## config.mk

```make
export PLATFORM = sky130hd
export DESIGN_NAME = edge_period_meter_flat
export DESIGN_NICKNAME = d
export VERILOG_FILES = /design/src/rtl/edge_period_meter_if.sv /design/src/rtl/edge_period_meter.sv /design/src/flat_wrapper.sv
export SDC_FILE = /design/constraint.sdc
export NUM_CORES = 1
export LEC_CHECK = 0
export CAP_MARGIN = 25
export CORE_ASPECT_RATIO = 1.5
export CORE_MARGIN = 5
export CORE_UTILIZATION = 59
export DETAILED_ROUTE_END_ITERATION = 7
export GPL_TIMING_DRIVEN = 0
export PLACE_DENSITY = 0.84
export SLEW_MARGIN = 20
export SYNTH_ARGS = -nofsm -noshare
export SYNTH_HDL_FRONTEND = slang
export SYNTH_SLANG_ARGS = --single-unit
```

## constraint.sdc

```tcl
create_clock -name clock -period 4.7 [get_ports clock]
set_input_delay 0.94 -clock clock [delete_from_list [all_inputs] [get_ports clock]]
set_output_delay 0.94 -clock clock [all_outputs]
set_load 0.01 [all_outputs]
```

## src/rtl/edge_period_meter_if.sv

```systemverilog
// Measurement bundle from edge_period_meter to its consumers
// (display refresh, scan logic, divider self-check).
interface edge_period_meter_if #(
  parameter int PERIOD_WIDTH = 24
);
  logic                    level;
  logic                    rise_tick;
  logic                    fall_tick;
  logic [PERIOD_WIDTH-1:0] period;
  logic                    period_valid;
  logic                    locked;
  logic                    stalled;

  modport master (
    output level, rise_tick, fall_tick, period, period_valid, locked, stalled
  );

  modport slave (
    input level, rise_tick, fall_tick, period, period_valid, locked, stalled
  );
endinterface

```

## src/rtl/edge_period_meter.sv

```systemverilog
// Synchronises a slow asynchronous square wave into the system clock
// domain, emits rise/fall ticks, measures the rising-edge period in
// system cycles and flags a stall when the input stops toggling.
//
// state  | meaning
// IDLE   | no reference edge yet (after reset or after a stall)
// ARMED  | one rising edge seen, counting towards the first period
// LOCKED | two or more consecutive rising edges seen, period is live
module edge_period_meter #(
  parameter int SYNC_STAGES  = 2,
  parameter int PERIOD_WIDTH = 24,
  parameter int TIMEOUT      = 2**22
) (
  input  logic                clock,
  input  logic                reset,
  input  logic                slow_in,
  edge_period_meter_if.master meas
);

  typedef enum logic [1:0] {IDLE, ARMED, LOCKED} state_t;

  // Counter value on the last cycle before a missing edge becomes a stall.
  localparam logic [PERIOD_WIDTH-1:0] CNT_LAST = PERIOD_WIDTH'(TIMEOUT - 1);

  state_t                  state;
  state_t                  state_nxt;
  logic [SYNC_STAGES-1:0]  sync;
  logic                    prev;
  logic                    rise_tick_q;
  logic                    fall_tick_q;
  logic [PERIOD_WIDTH-1:0] cnt;
  logic [PERIOD_WIDTH-1:0] period_q;
  logic                    period_valid_q;
  logic                    stalled_q;
  logic                    level;
  logic                    rise;
  logic                    fall;
  logic                    timeout;
  logic                    load_period;
  logic                    set_stall;

  assign level   = sync[SYNC_STAGES-1];
  assign rise    = level & ~prev;
  assign fall    = ~level & prev;
  assign timeout = (state != IDLE) && (cnt == CNT_LAST);

  // Synchroniser chain, previous-level flop and registered edge ticks.
  always_ff @(posedge clock or negedge reset) begin
    if (!reset) begin
      sync        <= '0;
      prev        <= 1'b0;
      rise_tick_q <= 1'b0;
      fall_tick_q <= 1'b0;
    end else begin
      sync        <= {sync[SYNC_STAGES-2:0], slow_in};
      prev        <= level;
      rise_tick_q <= rise;
      fall_tick_q <= fall;
    end
  end

  // FSM state register.
  always_ff @(posedge clock or negedge reset) begin
    if (!reset) begin
      state <= IDLE;
    end else begin
      state <= state_nxt;
    end
  end

  // Next state; a rise in the timeout cycle takes priority over the stall.
  always_comb begin
    state_nxt   = state;
    load_period = 1'b0;
    set_stall   = 1'b0;
    unique case (state)
      IDLE: begin
        if (rise) state_nxt = ARMED;
      end
      ARMED: begin
        if (rise) begin
          state_nxt   = LOCKED;
          load_period = 1'b1;
        end else if (timeout) begin
          state_nxt = IDLE;
          set_stall = 1'b1;
        end
      end
      LOCKED: begin
        if (rise) begin
          load_period = 1'b1;
        end else if (timeout) begin
          state_nxt = IDLE;
          set_stall = 1'b1;
        end
      end
      default: state_nxt = IDLE;
    endcase
  end

  // Cycle counter, period capture and sticky stall flag; all update with rise_tick.
  always_ff @(posedge clock or negedge reset) begin
    if (!reset) begin
      cnt            <= '0;
      period_q       <= '0;
      period_valid_q <= 1'b0;
      stalled_q      <= 1'b0;
    end else begin
      // The edge cycle itself counts towards the period, hence cnt+1.
      if (rise || state_nxt == IDLE) cnt <= '0;
      else                           cnt <= cnt + PERIOD_WIDTH'(1);
      if (load_period) period_q <= cnt + PERIOD_WIDTH'(1);
      period_valid_q <= load_period;
      if (rise)           stalled_q <= 1'b0;
      else if (set_stall) stalled_q <= 1'b1;
    end
  end

  assign meas.level        = level;
  assign meas.rise_tick    = rise_tick_q;
  assign meas.fall_tick    = fall_tick_q;
  assign meas.period       = period_q;
  assign meas.period_valid = period_valid_q;
  assign meas.locked       = (state == LOCKED);
  assign meas.stalled      = stalled_q;

endmodule

```

## src/flat_wrapper.sv

```systemverilog
// flat-port wrapper written by rule: the top's interface ports become plain ports
module edge_period_meter_flat 
#(
  parameter int SYNC_STAGES  = 2,
  parameter int PERIOD_WIDTH = 24,
  parameter int TIMEOUT      = 2**22
)
  (clock, reset, slow_in, meas_level, meas_rise_tick, meas_fall_tick, meas_period, meas_period_valid, meas_locked, meas_stalled);
  edge_period_meter_if #(.PERIOD_WIDTH(PERIOD_WIDTH)) meas_i ();
  input  logic clock;
  input  logic reset;
  input  logic slow_in;
  output wire logic [$bits(meas_i.level)-1:0] meas_level;
  output wire logic [$bits(meas_i.rise_tick)-1:0] meas_rise_tick;
  output wire logic [$bits(meas_i.fall_tick)-1:0] meas_fall_tick;
  output wire logic [$bits(meas_i.period)-1:0] meas_period;
  output wire logic [$bits(meas_i.period_valid)-1:0] meas_period_valid;
  output wire logic [$bits(meas_i.locked)-1:0] meas_locked;
  output wire logic [$bits(meas_i.stalled)-1:0] meas_stalled;
  assign meas_level = meas_i.level;
  assign meas_rise_tick = meas_i.rise_tick;
  assign meas_fall_tick = meas_i.fall_tick;
  assign meas_period = meas_i.period;
  assign meas_period_valid = meas_i.period_valid;
  assign meas_locked = meas_i.locked;
  assign meas_stalled = meas_i.stalled;
  edge_period_meter #(.SYNC_STAGES(SYNC_STAGES), .PERIOD_WIDTH(PERIOD_WIDTH), .TIMEOUT(TIMEOUT)) u_core (.clock(clock), .reset(reset), .slow_in(slow_in), .meas(meas_i));
endmodule
```

==> key figures, run 1 <==
Run status
  – Outcome: finished, final reports clean

Floorplanning
  – Chip height: between 90 and 100 um
  – Core region area: around 4200 sq um
  – # rows: 29
  – Initial core utilization: 60.79%
  – Die area: between 5000 and 6000 sq um
  – I/O pin count: 33
  – Die width: 63.77 um

CTS
  – CTS root buf: clkbuf_8
  – Clk slew on worst S/H paths: around 60 ps
  – CTS Sinks: 57
  – H-Tree Depth: 3
  – CTS buffer count: 9
  – Hold-fix buffers, CTS: 0
  – Post-CTS Setup Inserts: 0
  – Clk_lat worst skew: roughly 340 ps
  – CTS resizes: 0
  – TritonCTS clock tree: done
  – Clk buf depth: 2

Detailed routing
  – Remaining DRCs: 0
  – Via Count: 2016
  – Max layer used: met4
  – Initial DRC count: roughly 110
  – Final WL: 5.574 mm
  – Met3 routed WL: ~220 um
  – Detailed-routing wirelength on met1: 2.226 mm
  – Routed vias/inst: ~6
  – Drt wl/cell: ~17 um
  – Met2 WL: a little under 3 mm
  – Drt first pass iters: 4
  – Post-DRT Antenna Nets: 0

Yosys
  – #FFs+latches synth: 57
  – Netlist cell types: 41
  – Warnings, synthesis: 0
  – Async S/R FF share, synth: 100.0%
  – Synth Instances: 243
  – Top FF cell, synth: dfrtp_1
  – Synthesized area per cell: about 11 sq um
  – Post-synth EDFFs: 0
  – Synth Cell Area: 2559 sq um
  – Post-synthesis sequential area ratio: between 50% and 60%
  – Syn Nets: 251

Critical path
  – CP Launch Type: register
  – Family with the most delay on the worst path: buffers and inverters
  – WP data arrival: 1740 ps
  – CP cell instances: inv_1 -> ha_1 -> clkdlybuf4s50_1
  – Crit-path slowest cell: clkdlybuf4s50_1
  – Kind of end point of the critical path: primary output
  – Worst r2r dst: u_core.cnt[11]
  – Crit path kind: register to primary output
  – Crit path largest cell delay: about 560 ps
  – Worst setup endpoint: meas_locked
  – R2R Setup Slk: roughly 2400 ps
  – Crit path launch: u_core.state[0]
  – Worst reg2reg path depth: 7
  – CP Data Required Time: 3760 ps
  – Maximum fanout along the worst path: 5
  – Reg-to-reg startpoint: u_core.state[0]
  – CP Buf/Inv Count: 2
  – Instance count on the critical path: 3

STA
  – Aggregate negative setup slack: 0 ps
  – Setup-failing EPs final: 0
  – Clock skew: between 6 and 7 ps
  – Hold_ws: roughly 360 ps
  – Final Max Slew Viols: 0
  – Slew HR: ~55%
  – Period minus WS final: between 2000 and 3000 ps
  – Final hold viol count: 0
  – Max Clk Rate: 372.7 MHz
  – Period Utilization, post-route: between 50 and 60%
  – RSZ-0062 raised after global routing: no
  – Measured slew at the worst slew-check pin: 681.8 ps

Hold path
  – Hold Path Class: register to register
  – Hold depth: 0
  – Hold Path Origin: u_core.sync[0]

Cells and area
  – Fillers: between 300 and 400
  – Commonest non-fill, non-tap cell in the layout: dfrtp_1
  – Reg area: roughly 1400 sq um
  – Post-layout util: roughly 73%
  – Fin nets: roughly 300
  – Most frequent cells in the layout: 57 x dfrtp_1, 31 x clkdlybuf4s50_1, 26 x nor2_1, 21 x nand2_1, 17 x o21ai_0
  – Area growth syn-to-layout: 20.29%
  – Fraction of layout cells with a size suffix above 1: under 10%
  – Area of the multi-input gates: around 1100 sq um
  – ANT cells: 0

Power and ir drop
  – Sw Pwr: 0.4482 mW
  – Combinational share of power: a little under a third
  – Clock power share: between 20% and 30%
  – Cell internal pwr: approximately 0.94 mW
  – Sequential Power Share: a little over two fifths
  – LEAKAGE: 1.288 nW
  – Peak supply drop: about 370 uV
  – P per Cell Area: around 450 nW/um^2
  – Sw Ratio: about a third
  – Final Power: approximately 1.4 mW

Placement
  – Placer Congestion: between 0.7 and 0.8
  – IO Port Bufs: 32
  – DP Wirelength: between 3 and 4 mm

Global routing
  – First-pass GRT wire length: about 9.7 mm
  – GR Overflow Total: 0
  – Antenna violations before repair: 0
  – Largest net degree at the start of global routing: 58
  – GRT Overall Usage: between 20 and 25%
  – Vias in the first global route: approximately 2100

Run
  – Max cap viols: 0
-- through the flow --
stage	cell area (sq um)	instances	setup WS [ps]
global placement	2937	321	1006
finish	3078	335	2017
CTS	3078	335	2004
detailed placement	2934	321	2401
global route	3078	335	1958
floorplan	2559	243	2801
-- sequential cells by signal, summed over array words and instances, names as in the netlist --
register                  count
u_core.meas.period           24
u_core.prev                   1
u_core.cnt                   24
u_core.meas.fall_tick         1
u_core.state                  2
u_core.meas.period_valid      1
u_core.meas.stalled           1
u_core.sync                   2
u_core.meas.rise_tick         1
-- worst min path at each step --
stage | endpoint | slack, ps
finish | u_core.sync[1] | 360
global route | u_core.sync[1] | 380
CTS | u_core.sync[1] | 360
detailed placement | u_core.sync[1] | 340
global placement | u_core.sync[1] | 330
floorplan | u_core.sync[1] | 330
-- power by group through the flow --
stage | combinational, mW | sequential, mW | clock [mW]
floorplan | 0.210 | 0.639 | 0
global route | 0.468 | 0.619 | 0.386
detailed placement | 0.427 | 0.618 | 0
CTS | 0.431 | 0.609 | 0.364
global placement | 0.417 | 0.613 | 0
finish | 0.426 | 0.609 | 0.358
-- per-layer routing --
| layer | vias to the layer above | global-route usage, % |
|---|---|---|
| li1 | 966 | - |
| met1 | 982 | 24.81 |
| met2 | 52 | 36.02 |
| met3 | 16 | 4.981 |
| met4 | 0 | 12.65 |
| met5 | - | 0 |
-- logic make-up (layout without fill, tap and decap cells) --
kind of cell | after synthesis | in the layout | synth area share, %
adders and majority gates | 5 | 5 | 2.445
buffers and inverters | 18 | 64 | 3.179
and+or+nand+nor | 97 | 97 | 20.83
xor gates and xnor gates | 12 | 12 | 4.108
AOI/OAI and AO/OA | 54 | 54 | 13.69
DFF | 57 | 57 | 55.75
-- synth_stat cells, types with 3 or more instances --
cell type	count	area share, %
o31ai_1	7	2.1
or4_1	4	1.2
inv_1	8	1.2
nor2_1	26	3.8
nor3_1	7	1.4
ha_1	5	2.4
dfrtp_1	57	56
xnor2_1	6	2.1
o21ai_0	17	3.3
clkbuf_1	6	0.88
nand4_1	9	2.2
nand3_1	7	1.4
xor2_1	6	2.1
and2_1	3	0.73
a31oi_1	10	2.4
a21oi_1	12	2.3
nand2_1	21	3.1
-- worst reg2reg max path, cell delays in order, from the launching register on --
cell and delay (ps):
dfrtp_1 390, inv_1 130, ha_1 270, nor3_1 330
nand4_2 200, o31ai_4 580, buf_6 230, nor2_1 60
-- layout make-up --
class	instances	area share [%]
Inverter	8	0.9756
Sequential cell	57	46.34
Buffer	10	1.667
Multi-Input combinational cell	168	34.15
Clock inverter	1	0.1626
Tap cell	46	1.870
Timing Repair Buffer	32	10.33
Clock buffer	13	4.512
(Power assumes the default switching activity.)
==> inputs of run 2 (changes only) <==
CORE_UTILIZATION = 54   (was 59)
PLACE_DENSITY = 0.78   (was 0.84)
clock period = 2.76 ns   (was 4.7 ns; I/O delays follow)
==> run 2 against run 1 <==
Effect of this change: worst setup slack got worse by 1600 ps; combinational power grew 70%; sequential cell count unchanged; worst hold slack lost 94 ps; routed wire length down 5.1%; largest power group unchanged; via count decreased by 1.2%; clock skew about the same; utilization down 4.8 points; critical path depth increased by 4; sequential power is 69% higher; first-iteration DRC count is 22% higher; count of clock-buffer cells in the layout unchanged.
==> key figures, run 2 (synthesized netlist as in run 1, its figures left out) <==
Run status
  – Outcome: finished, final reports clean

Detailed routing
  – Via Count: 1992 (-1.2%)
  – Drt first pass iters: 4 (unchanged)
  – Remaining DRCs: 0 (unchanged)
  – Routed vias/inst: 5.611 (-6.8%)
  – Initial DRC count: 132 (+22%)
  – Drt wl/cell: 14.90 um (-10%)
  – Final WL: 5.289 mm (-5.1%)
  – Post-DRT Antenna Nets: 0 (unchanged)

CTS
  – Clk_lat worst skew: 340 ps (about the same)
  – CTS resizes: 0 (unchanged)
  – H-Tree Depth: 3 (unchanged)
  – CTS buffer count: 9 (unchanged)
  – Clk buf depth: 2 (unchanged)
  – CTS Sinks: 57 (unchanged)
  – CTS root buf: clkbuf_8
  – Hold-fix buffers, CTS: 0 (unchanged)
  – Post-CTS Setup Inserts: 0 (unchanged)
  – TritonCTS clock tree: done
  – Clk slew on worst S/H paths: 60 ps (about the same)

Global routing
  – GR Overflow Total: 0 (unchanged)
  – First-pass GRT wire length: 9.308 mm (-4.4%)
  – Largest net degree at the start of global routing: 58 (unchanged)
  – Antenna violations before repair: 0 (unchanged)
  – Vias in the first global route: 1954 (-7.3%)
  – GRT Overall Usage: 19.70% (-1.9 points)

Floorplanning
  – I/O pin count: 33 (unchanged)
  – Die width: 66.21 um (+3.8%)
  – Core region area: 4579 sq um (+8.8%)
  – Die area: 6243 sq um (+8.0%)
  – # rows: 30 (+3.4%)
  – Initial core utilization: 55.87% (-4.9 points)
  – Chip height: 94.31 um (+4.0%)

STA
  – Measured slew at the worst slew-check pin: 672.1 ps (-9.786 ps)
  – Setup-failing EPs final: 0 (unchanged)
  – Period Utilization, post-route: 83.71%
  – RSZ-0062 raised after global routing: no
  – Max Clk Rate: 432.8 MHz
  – Period minus WS final: between 2000 and 2500 ps
  – Slew HR: 55.20% (+0.65 points)
  – Final Max Slew Viols: 0 (unchanged)
  – Clock skew: 7.320 ps (+0.3358 ps)
  – Final hold viol count: 0 (unchanged)
  – Aggregate negative setup slack: 0 ps (unchanged)

Critical path
  – Crit path kind: register to register
  – WP data arrival: 2530 ps (+790 ps)
  – CP Launch Type: register
  – Maximum fanout along the worst path: 10 (+5)
  – R2R Setup Slk: 450 ps (-1950 ps)
  – Kind of end point of the critical path: register
  – CP Data Required Time: 2980 ps (-780 ps)

Power and ir drop
  – Final Power: 2.437 mW (+75%)
  – P per Cell Area: 778.6 nW/um^2 (+72%)
  – Peak supply drop: 444.4 uV (+19%)
  – LEAKAGE: 1.307 nW (+1.5%)

Cells and area
  – Fin nets: 294 (unchanged)
  – Area growth syn-to-layout: 22.35%
  – Fraction of layout cells with a size suffix above 1: 11.00% (+1.3 points)
  – Post-route insts no fill: 355 (+6.0%)
  – Final Cell Area: 3131 sq um (+1.7%)
  – Most frequent cells in the layout: 57 x dfrtp_1, 31 x clkdlybuf4s50_1, 26 x nor2_1, 21 x nand2_1, 17 x o21ai_0
  – ANT cells: 0 (unchanged)
  – Commonest non-fill, non-tap cell in the layout: dfrtp_1

Placement
  – IO Port Bufs: 32 (unchanged)
  – DP Wirelength: 3.777 mm (-3.4%)
  – Post-place instance area: 2957 sq um (+0.77%)
  – Placed Cells: 339 (+5.6%)
  – Placer Congestion: 0.8186 (+5.0%)

Run
  – Max cap viols: 0 (unchanged)

Hold path
  – Hold Path Class: input port to asynchronous set/reset pin
[run 2: changes by cell type in the layout (fill, tap and decap cells not counted), sizes merged]
cell | previous run | this run
clkinv | 1 | 3
[run 2: cell type report]
type                    instances  area, sq um
clock buffers                  13        158.9
clock inverters                 3        15.01
multi-input cells             168         1051
inverters                       8        30.03
flip-flops and latches         57         1426
plain buffers                  10        51.30
fillers                       357         1449
repair buffers                 32        317.8
well taps                      64        80.08
[run 2: metrics by stage]
step                      hold WS [ps]  util, %  setup slack, ps
after floorplan                  256.4        -            860.8
after global placement           333.3    64.62           -508.0
after detailed placement         344.9    64.56            510.3
after CTS                        284.8    68.36            492.3
after global routing             314.9    68.36            345.6
final                            263.7    68.36            449.6
[run 2: worst paths after layout]
path,cells after the start,to,start
max reg2reg,7,u_core.cnt[13],u_core.state[1]
min reg2reg,0,u_core.sync[1],u_core.sync[0]
min,1,u_core.meas.period[2],reset
max in group asynchronous,1,u_core.cnt[12],reset
max,7,u_core.cnt[13],u_core.state[1]
min in group clock,0,u_core.sync[1],u_core.sync[0]
[run 2: critical path, cell delays in order, from the launching register on]
cell	delay (ps)
dfrtp_1	430
inv_1	130
ha_1	250
nor3_1	320
nand4_2	190
o31ai_4	590
buf_6	220
nor2_1	60
[run 2: power by group]
part           total (mW)  switching, mW  internal (mW)
clock network       0.683          0.313          0.370
registers            1.03         0.0726          0.959
logic               0.723          0.388          0.335
[run 2: layer usage]
| metal | part of all wire, % | global-route usage [%] | vias to the layer above |
|---|---|---|---|
| met3 | 4.5 | 6.826 | 17 |
| met5 | 0 | 0 | - |
| li1 | - | - | 959 |
| met1 | 40 | 23.51 | 972 |
| met4 | 2.8 | 9.153 | 0 |
| met2 | 52 | 31.57 | 44 |
